### src/rtl/sampler_pkg.sv
// Shared types and constants for the constrained-random sample controller.
// Used by constraint_sample_ctrl and sampler_lfsr.
package sampler_pkg;

   typedef enum logic [2:0] {
      ST_IDLE  = 3'd0,
      ST_GEN   = 3'd1,
      ST_CHECK = 3'd2,
      ST_HOLD  = 3'd3,
      ST_FAIL  = 3'd4
   } sampler_state_e;

   // Right-shifting Galois taps for x^32 + x^22 + x^2 + x + 1
   localparam logic [31:0] LFSR_POLY     = 32'h8020_0003;
   localparam logic [31:0] LFSR_RST_VAL  = 32'h0000_0001;
   localparam int          VEC_W_DEFAULT = 320;

endpackage

### src/rtl/sampler_lfsr.sv
// 32-bit Galois LFSR word source for candidate generation.
// A zero seed is substituted with LFSR_RST_VAL so the register never locks up.
module sampler_lfsr
   import sampler_pkg::*;
(
   input  logic        clk,
   input  logic        rst_n,
   input  logic        load,
   input  logic [31:0] seed,
   input  logic        step,
   output logic [31:0] q
);

   logic [31:0] q_q;
   logic [31:0] q_d;

   function automatic logic [31:0] galois_step(input logic [31:0] s);
      return {1'b0, s[31:1]} ^ (s[0] ? LFSR_POLY : 32'h0);
   endfunction

   always_comb begin
      q_d = q_q;
      if (load) begin
         q_d = (seed == 32'h0) ? LFSR_RST_VAL : seed;
      end else if (step) begin
         q_d = galois_step(q_q);
      end
   end

   always_ff @(posedge clk or negedge rst_n) begin
      if (!rst_n) begin
         q_q <= LFSR_RST_VAL;
      end else begin
         q_q <= q_d;
      end
   end

   assign q = q_q;

endmodule

### src/rtl/constraint_sample_ctrl.sv
// Rejection-sampling controller: builds VEC_W-bit candidates from an LFSR, waits for an
// external checker verdict and hands accepted samples out over valid/ready.
// Optional feature macro: SAMPLER_STATS_EN adds the saturating total_tries counter output.
module constraint_sample_ctrl
   import sampler_pkg::*;
#(
   parameter int VEC_W     = VEC_W_DEFAULT,
   parameter int MAX_TRIES = 1024
) (
   input  logic             clk,
   input  logic             rst_n,
   input  logic             start,
   input  logic [15:0]      num_samples,
   input  logic             seed_load,
   input  logic [31:0]      seed,
   output logic [VEC_W-1:0] cand,
   input  logic             check_ok,
   output logic             sample_valid,
   input  logic             sample_ready,
   output logic [VEC_W-1:0] sample_data,
   output logic             busy,
   output logic             done,
   output logic             fail
`ifdef SAMPLER_STATS_EN
   ,
   output logic [31:0]      total_tries
`endif
);

   localparam int WORDS = VEC_W / 32;
   localparam int GEN_W = (WORDS > 1) ? $clog2(WORDS) : 1;
   localparam int TRY_W = $clog2(MAX_TRIES + 1);

   localparam logic [GEN_W-1:0] GEN_LAST = GEN_W'(WORDS - 1);
   localparam logic [TRY_W-1:0] TRY_LAST = TRY_W'(MAX_TRIES - 1);

   localparam logic [2:0] S_IDLE  = ST_IDLE;
   localparam logic [2:0] S_GEN   = ST_GEN;
   localparam logic [2:0] S_CHECK = ST_CHECK;
   localparam logic [2:0] S_HOLD  = ST_HOLD;
   localparam logic [2:0] S_FAIL  = ST_FAIL;

   logic [2:0]       state_q,   state_d;
   logic [VEC_W-1:0] cand_q,    cand_d;
   logic [GEN_W-1:0] gen_cnt_q, gen_cnt_d;
   logic [TRY_W-1:0] tries_q,   tries_d;
   logic [15:0]      remain_q,  remain_d;
   logic             done_q,    done_d;
   logic             fail_q,    fail_d;

   logic [31:0] lfsr_word;
   logic        lfsr_load;
   logic        lfsr_step;

   // Seed load is only honoured in IDLE; a simultaneous start then sees the new seed in GEN.
   assign lfsr_load = (state_q == S_IDLE) && seed_load;
   assign lfsr_step = (state_q == S_GEN);

   sampler_lfsr u_lfsr (
      .clk   (clk),
      .rst_n (rst_n),
      .load  (lfsr_load),
      .seed  (seed),
      .step  (lfsr_step),
      .q     (lfsr_word)
   );

   always_comb begin
      state_d   = state_q;
      cand_d    = cand_q;
      gen_cnt_d = gen_cnt_q;
      tries_d   = tries_q;
      remain_d  = remain_q;
      done_d    = 1'b0;
      fail_d    = fail_q;
      case (state_q)
         S_IDLE: begin
            if (start) begin
               fail_d = 1'b0;
               if (num_samples == 16'd0) begin
                  done_d = 1'b1;
               end else begin
                  state_d   = S_GEN;
                  remain_d  = num_samples;
                  tries_d   = '0;
                  gen_cnt_d = '0;
               end
            end
         end
         S_GEN: begin
            // Oldest word ends up in the top bits after WORDS shifts.
            cand_d = (cand_q << 32) | VEC_W'(lfsr_word);
            if (gen_cnt_q == GEN_LAST) begin
               gen_cnt_d = '0;
               state_d   = S_CHECK;
            end else begin
               gen_cnt_d = gen_cnt_q + 1'b1;
            end
         end
         S_CHECK: begin
            if (check_ok) begin
               state_d = S_HOLD;
            end else begin
               tries_d = tries_q + 1'b1;
               if (tries_q == TRY_LAST) begin
                  state_d = S_FAIL;
                  fail_d  = 1'b1;
               end else begin
                  state_d = S_GEN;
               end
            end
         end
         S_HOLD: begin
            if (sample_ready) begin
               tries_d = '0;
               if (remain_q <= 16'd1) begin
                  remain_d = 16'd0;
                  state_d  = S_IDLE;
                  done_d   = 1'b1;
               end else begin
                  remain_d = remain_q - 16'd1;
                  state_d  = S_GEN;
               end
            end
         end
         S_FAIL: begin
            state_d = S_IDLE;
         end
         default: begin
            state_d = S_IDLE;
         end
      endcase
   end

   always_ff @(posedge clk or negedge rst_n) begin
      if (!rst_n) begin
         state_q   <= S_IDLE;
         cand_q    <= '0;
         gen_cnt_q <= '0;
         tries_q   <= '0;
         remain_q  <= 16'd0;
         done_q    <= 1'b0;
         fail_q    <= 1'b0;
      end else begin
         state_q   <= state_d;
         cand_q    <= cand_d;
         gen_cnt_q <= gen_cnt_d;
         tries_q   <= tries_d;
         remain_q  <= remain_d;
         done_q    <= done_d;
         fail_q    <= fail_d;
      end
   end

   assign cand         = cand_q;
   assign sample_data  = cand_q;
   assign sample_valid = (state_q == S_HOLD);
   assign busy         = (state_q != S_IDLE);
   assign done         = done_q;
   assign fail         = fail_q;

`ifdef SAMPLER_STATS_EN
   logic [31:0] tot_q;
   logic [31:0] tot_d;

   always_comb begin
      tot_d = tot_q;
      if ((state_q == S_IDLE) && start) begin
         tot_d = 32'd0;
      end else if ((state_q == S_CHECK) && (tot_q != 32'hFFFF_FFFF)) begin
         tot_d = tot_q + 32'd1;
      end
   end

   always_ff @(posedge clk or negedge rst_n) begin
      if (!rst_n) begin
         tot_q <= 32'd0;
      end else begin
         tot_q <= tot_d;
      end
   end

   assign total_tries = tot_q;
`endif

endmodule

### config.mk
export PLATFORM = sky130hd
export DESIGN_NAME = constraint_sample_ctrl
export DESIGN_NICKNAME = d
export VERILOG_FILES = /design/src/rtl/sampler_pkg.sv /design/src/rtl/sampler_lfsr.sv /design/src/rtl/constraint_sample_ctrl.sv
export SDC_FILE = /design/constraint.sdc
export NUM_CORES = 1
export LEC_CHECK = 0
export CORE_AREA = 2 2 272 274
export CTS_BUF_LIST = sky130_fd_sc_hd__clkbuf_4 sky130_fd_sc_hd__clkbuf_8
export DETAILED_ROUTE_END_ITERATION = 8
export DIE_AREA = 0 0 274 276
export PLACE_DENSITY_LB_ADDON = 0.3
export SLEW_MARGIN = 20
export SYNTH_ARGS = -nofsm -noshare
export SYNTH_HDL_FRONTEND = slang
export SYNTH_SLANG_ARGS = --single-unit
### constraint.sdc
create_clock -name clk -period 5.7 [get_ports clk]
set_input_delay 0.855 -clock clk [delete_from_list [all_inputs] [get_ports clk]]
set_output_delay 0.855 -clock clk [all_outputs]
set_load 0.05 [all_outputs]
==> metrics, run 1 <==
Mapped Cells=2080; initial core utilization=0.247; Seq/Total Area, Yosys=0.542; largest net degree at the start of global routing=188; Slew HR=0.237; CP Buf/Inv Count=2; WS Path Type=reg -> out; Worst Setup Start Kind=register; hold-fix buffer count after cts=0; Post-Synth Adder-Cell Area=0.00349; post-synthesis simple-gate area fraction=0.249; Post-synth EDFFs=0; synthesized area=17900 um2; clk_lat worst skew=0.64 ns; multi-input logic area=5420 um2; gr usage total=0.154; via count=14800; DR WL/cell=17.4 um; r2r setup slk=2.39 ns; TritonCTS Buffers=71; final setup fails=0; post-CTS sizing=0; XOR/XNOR Fraction of Synth Area=0.00196; Synthesized Nets=2139; worst-path cell chain=nand3_1 > inv_2 > clkdlybuf4s50_1; Final Hold Viols=0; CP top delay family=buffers and inverters; WP data arrival=3.39 ns; Rows=99; RSZ-0062 raised after global routing=no; die width=274 um; worst-path fanout max=24; register area=9710 um2; clk sinks=388; # fillers=7438; Hold Crit Class=in -> async; grt total ovfl=0; Syn Area/Cell=8.61 um2; first-pass GRT wire length=90000 um; largest family of logic cells by synthesized area=simple AND/OR/NAND/NOR gates; layout cells sized above 1=0.0607; 1st-iter DRT viols=1069; HPWL Detailed=43800 um; Post-DRT Antenna Nets=0; IO Port Bufs=697; Pre-Repair DR Iteration Count=5; run status=finished clean; synthesized flop and latch total=388; Unique masters post-synth=57; full die area=75600 um2; Final Cycle Share=0.745; initial antenna violation count=2; clk slew on worst S/H paths=0.06 ns; Post-synth ARST share=1.00; type of element capturing the critical path=output pin; gpl congestion=0.820; Worst EP required=4.85 ns; Core Region=72600 um2; Slew @ Worst Pin=1.14 ns; mux share of post-synthesis cell area=0.00175; number of global-route vias before repair=14100; max cap viols=0; DRC=0; Layout Nets=2511; Bufs on Longest Clock Path=3; Avg Vias per Cell=4.26; # IOs=698; max-slew violations=0; clock root buffer=clkbuf_8; post-layout minimum cycle time=4.24 ns; floorplan die height=276 um; Post-Route WL=60400 um; CP peak stage delay=0.87 ns; Compound-Gate Fraction of Synth Area=0.0450; maximum clock rate=236 MHz; most used flip-flop cell after synthesis=dfrtp_1; Clock Skew=0.0309 ns; Area Overhead vs Synth=39.6%; H-tree depth=3; Ys Warns=0; Worst path slowest cell=clkdlybuf4s50_1; Sum Neg Setup Slack=0 ns; CTS tree=built; Setup Buffers After CTS=0
==> layout by cell type, fill, tap and decap left out, types with 2 or more instances in the layout <==
master | synthesis | layout
a21boi_0 | 2 | 2
a21oi_1 | 18 | 18
a22o_1 | 5 | 5
a22oi_1 | 33 | 33
a31oi_1 | 2 | 2
a32o_1 | 3 | 3
a32oi_1 | 4 | 4
and2_1 | 3 | 2
and3_1 | 3 | 3
buf_12 | 0 | 4
buf_4 | 320 | 9
clkbuf_4 | 0 | 22
clkbuf_8 | 0 | 88
clkdlybuf4s50_1 | 0 | 696
clkinv_2 | 0 | 7
clkinvlp_4 | 0 | 3
dfrtp_1 | 387 | 387
diode_2 | 0 | 2
ha_1 | 5 | 5
inv_1 | 14 | 14
inv_6 | 0 | 3
mux2i_1 | 2 | 2
nand2_1 | 1041 | 1040
nand3_1 | 6 | 6
nand4_1 | 6 | 6
nor2_1 | 20 | 19
nor2b_1 | 4 | 4
nor3_1 | 16 | 16
nor4_1 | 18 | 18
o21ai_0 | 27 | 27
o22ai_1 | 4 | 4
o2bb2ai_1 | 6 | 6
or3_1 | 9 | 9
xnor2_1 | 2 | 2
xor2_1 | 2 | 2
==> cell usage after synthesis (2+ instances only) <==
library cell,n,area [um2]
a21boi_0,2,15.0
a21oi_1,18,90.1
a22o_1,5,43.8
a22oi_1,33,248
a31oi_1,2,12.5
a32o_1,3,30.0
a32oi_1,4,35.0
and2_1,3,18.8
and3_1,3,18.8
buf_2,2,10.0
buf_4,320,2400
clkbuf_1,88,330
dfrtp_1,387,9680
ha_1,5,62.6
inv_1,14,52.6
mux2i_1,2,20.0
nand2_1,1041,3910
nand3_1,6,30.0
nand4_1,6,37.5
nor2_1,20,75.1
nor2b_1,4,25.0
nor3_1,16,80.1
nor4_1,18,113
o21ai_0,27,135
o22ai_1,4,25.0
o2bb2ai_1,6,52.6
or3_1,9,56.3
xnor2_1,2,17.5
xor2_1,2,17.5
==> per-layer routing <==
metal | share of wire | wire length (um) | GRT usage | vias to the layer above
met4 | 0.026 | 1600 | 0.0514 | 0
met1 | 0.42 | 25500 | 0.193 | 7140
met3 | 0.051 | 3100 | 0.0273 | 83
met5 | 0 | 0 | 0 | -
met2 | 0.50 | 30200 | 0.265 | 548
li1 | - | - | - | 7003
==> through the flow <==
stage | cell area (um2) | hold slack (ns) | setup WS (ns) | std cells | util
final | 25000 | 0.209 | 1.46 | 3465 | 0.344
after global placement | 23500 | 0.452 | 2.25 | 3338 | 0.324
after detailed placement | 23500 | 0.471 | 2.11 | 3338 | 0.324
after global routing | 25000 | 0.176 | 1.21 | 3464 | 0.344
after floorplan | 17900 | 0.449 | 3.37 | 2080 | -
after CTS | 25000 | 0.147 | 1.38 | 3463 | 0.344
==> layout make-up <==
| cell class | count | area share |
|---|---|---|
| sequential | 388 | 0.388 |
| timing repair buffer | 710 | 0.285 |
| multi-input combinational | 1266 | 0.217 |
| clock buffer | 110 | 0.0551 |
| tap | 959 | 0.0480 |
| clock inverter | 15 | 0.00415 |
| inverter | 15 | 0.00225 |
| antenna | 2 | 0.000200 |
==> worst paths after layout <==
path                                   startpoint                 endpoint  depth (start not counted)
min in group clk                 fail$_DFFE_PN0P_         fail$_DFFE_PN0P_                          2
hold reg to reg                  fail$_DFFE_PN0P_         fail$_DFFE_PN0P_                          2
setup / recovery           state_q[0]$_DFFE_PN0P_             sample_valid                          3
max in group asynchronous                   rst_n    cand[259]$_DFFE_PN0P_                          2
hold / removal                              rst_n     cand[37]$_DFFE_PN0P_                          1
setup reg to reg           state_q[0]$_DFFE_PN0P_  remain_q[4]$_DFFE_PN0P_                          5
==> state kept, by name, summed over array words and instances, names as in the netlist <==
name,count
u_lfsr.q,32
done,1
state_q,3
cand,320
tries_q,11
remain_q,16
gen_cnt_q,4
fail,1
==> cells by family after synthesis <==
logic type,Yosys count
simple gates,1137
buf+inv,426
flops,388
compound gates,117
fa+ha+maj,5
xor+xnor,4
mux,3
==> worst reg2reg max path, cell delays in order (launching register included) <==
cell and delay, ns:
dfrtp_1 0.59, nand3_1 0.79, inv_2 0.50, a32o_1 0.80, a21boi_0 0.21, a311o_1 0.31
Power of run 1 is left out: the tool's default activity adds up to more than one toggle a clock period on the data nets, which glitch-free logic cannot reach.
==> run 2, diff against run 1 <==
- CORE_AREA: 2 2 272 274 -> 2 2 268 270
- DIE_AREA: 0 0 274 276 -> 0 0 270 272
- clock period: 5.7 -> 3.5 ns (I/O delays scaled with it)
==> run 2 against run 1 <==
Cell area rose by 0.90%. Global-route usage rose by 0.22 points. Die area shrank 2.9%. Flip-flop and latch count unchanged. Via count up 0.58%. Non-clock buffer count up 14.
==> metrics, run 2 (synthesis gave the netlist of run 1 again) <==
run status=finished clean (unchanged); initial antenna violation count=1 (was 2); max reg flops=320 (unchanged); Post-DRT Antenna Nets=0 (unchanged); Slew HR=0.388 (was 0.237); RSZ-0062 raised after global routing=no (unchanged); Slew @ Worst Pin=0.918 ns (was 1.14 ns); M3 GR Usage=0.0303 (was 0.0273); Setup Buffers After CTS=0 (unchanged); CTS tree=built (unchanged); full die area=73400 um2 (was 75600 um2); Clock Skew=0.0447 ns (was 0.0309 ns); 1st-iter DRT viols=1086 (was 1069); max cap viols=0 (unchanged); # IOs=698 (unchanged); commonest non-fill, non-tap cell in the layout=nand2_1 (unchanged); Final Hold Viols=0 (unchanged); Worst Setup Start Kind=register (unchanged); layout cells sized above 1=0.0677 (was 0.0607); max-slew violations=0 (unchanged); multi-input logic area=5410 um2 (was 5420 um2); initial core utilization=0.253 (was 0.247); clk_lat worst skew=0.63 ns (was 0.64 ns); post-CTS sizing=0 (unchanged); clk slew on worst S/H paths=0.06 ns (about the same); HPWL Detailed=42900 um (was 43800 um); Sum Neg Setup Slack=0 ns (unchanged); final setup fails=0 (unchanged); floorplan die height=272 um (was 276 um); Core Region=70800 um2 (was 72600 um2); maximum clock rate=341 MHz; largest net degree at the start of global routing=140 (was 188); die width=270 um (was 274 um); Layout Nets=2526 (was 2511); first-pass GRT wire length=90200 um (was 90000 um); most frequent cells in the layout=nand2_1 (1040), clkdlybuf4s50_1 (696), dfrtp_1 (387) (unchanged); clock root buffer=clkbuf_8 (unchanged); Bufs on Longest Clock Path=3 (unchanged); Post-Route WL=59200 um (was 60400 um); # diodes=0 (was 2); grt met2 use=0.264 (was 0.265); TritonCTS Buffers=72 (was 71); WS Path Type=reg -> out (unchanged); routing usage on met1=0.199 (was 0.193); Worst EP required=2.97 ns (was 4.85 ns); Final Cycle Share=0.839; Rows=98 (was 99); via count=14900 (was 14800); DRC=0 (unchanged); worst-path fanout max=13 (was 24); clk sinks=388 (unchanged); Pre-Repair DR Iteration Count=5 (unchanged); H-tree depth=3 (unchanged); type of element capturing the critical path=output pin (unchanged); gr usage total=0.156 (was 0.154); Hold Crit Class=reg -> reg (was in -> async); Area Overhead vs Synth=40.8% (was 39.6%); IO Port Bufs=697 (unchanged); Avg Vias per Cell=4.28 (was 4.26); gpl congestion=0.835 (was 0.820); global route hottest layer=met2 (unchanged); number of global-route vias before repair=14600 (was 14100); post-layout minimum cycle time=2.94 ns; # fillers=7248 (was 7438); DR WL/cell=17.0 um (was 17.4 um); WP data arrival=2.41 ns (was 3.39 ns); grt total ovfl=0 (unchanged); register area=9710 um2 (unchanged)
-- run 2: changes by cell type in the layout (fill, tap and decap cells not counted), moves of 2 or more --
cell,previous run,this run
buf_12,4,6
clkbuf_4,22,26
buf_4,9,20
bufinv_16,0,2
diode_2,2,0
clkinv_2,7,5
clkbuf_8,88,91
-- run 2: metrics by stage --
stage / std cells / util / setup slack (ns) / hold WS, ns / cell area [um2]
floorplan: 2080 / - / 1.39 / 0.229 / 17900
global placement: 3342 / 0.334 / 0.517 / 0.465 / 23600
detailed placement: 3342 / 0.334 / 0.440 / 0.483 / 23600
CTS: 3474 / 0.357 / 0.470 / 0.451 / 25200
global route: 3474 / 0.357 / 0.373 / 0.487 / 25200
finish: 3474 / 0.357 / 0.564 / 0.490 / 25200
-- run 2: path summary, 6_finish.rpt --
check / from / end / slack [ns] / cells past startpoint
max: state_q[0]$_DFFE_PN0P_ / sample_valid / 0.56 / 3
min reg2reg: fail$_DFFE_PN0P_ / fail$_DFFE_PN0P_ / 0.49 / 2
max in group asynchronous: rst_n / cand[35]$_DFFE_PN0P_ / 2.04 / 3
min: fail$_DFFE_PN0P_ / fail$_DFFE_PN0P_ / 0.49 / 2
max reg2reg: remain_q[6]$_DFFE_PN0P_ / remain_q[4]$_DFFE_PN0P_ / 1.02 / 5
min in group asynchronous: rst_n / cand[8]$_DFFE_PN0P_ / 0.50 / 2
-- run 2: critical path: stages (launching register included) --
cell             delay [ns]
dfrtp_1                0.58
nand3_1                0.18
inv_2                  0.21
clkdlybuf4s50_1        0.84
-- run 2: per-layer routing --
layer | vias up | wire length, um
li1 | 7031 | -
met1 | 7152 | 25200
met2 | 585 | 29000
met3 | 92 | 3410
met4 | 0 | 1600
met5 | - | 0
-- run 2: cell type report --
class	count	share of cell area
clock inverters	14	0.00575
flip-flops and latches	388	0.385
repair buffers	724	0.288
inverters	15	0.00223
multi-input cells	1266	0.215
clock buffers	117	0.0574
well taps	950	0.0471
-- run 2: timing repair --
item,CTS,global route
hold buffers,1,0
endpoints found under the hold margin,71,0
setup endpoints to repair,0,0
Power of run 2 is left out for the same reason.
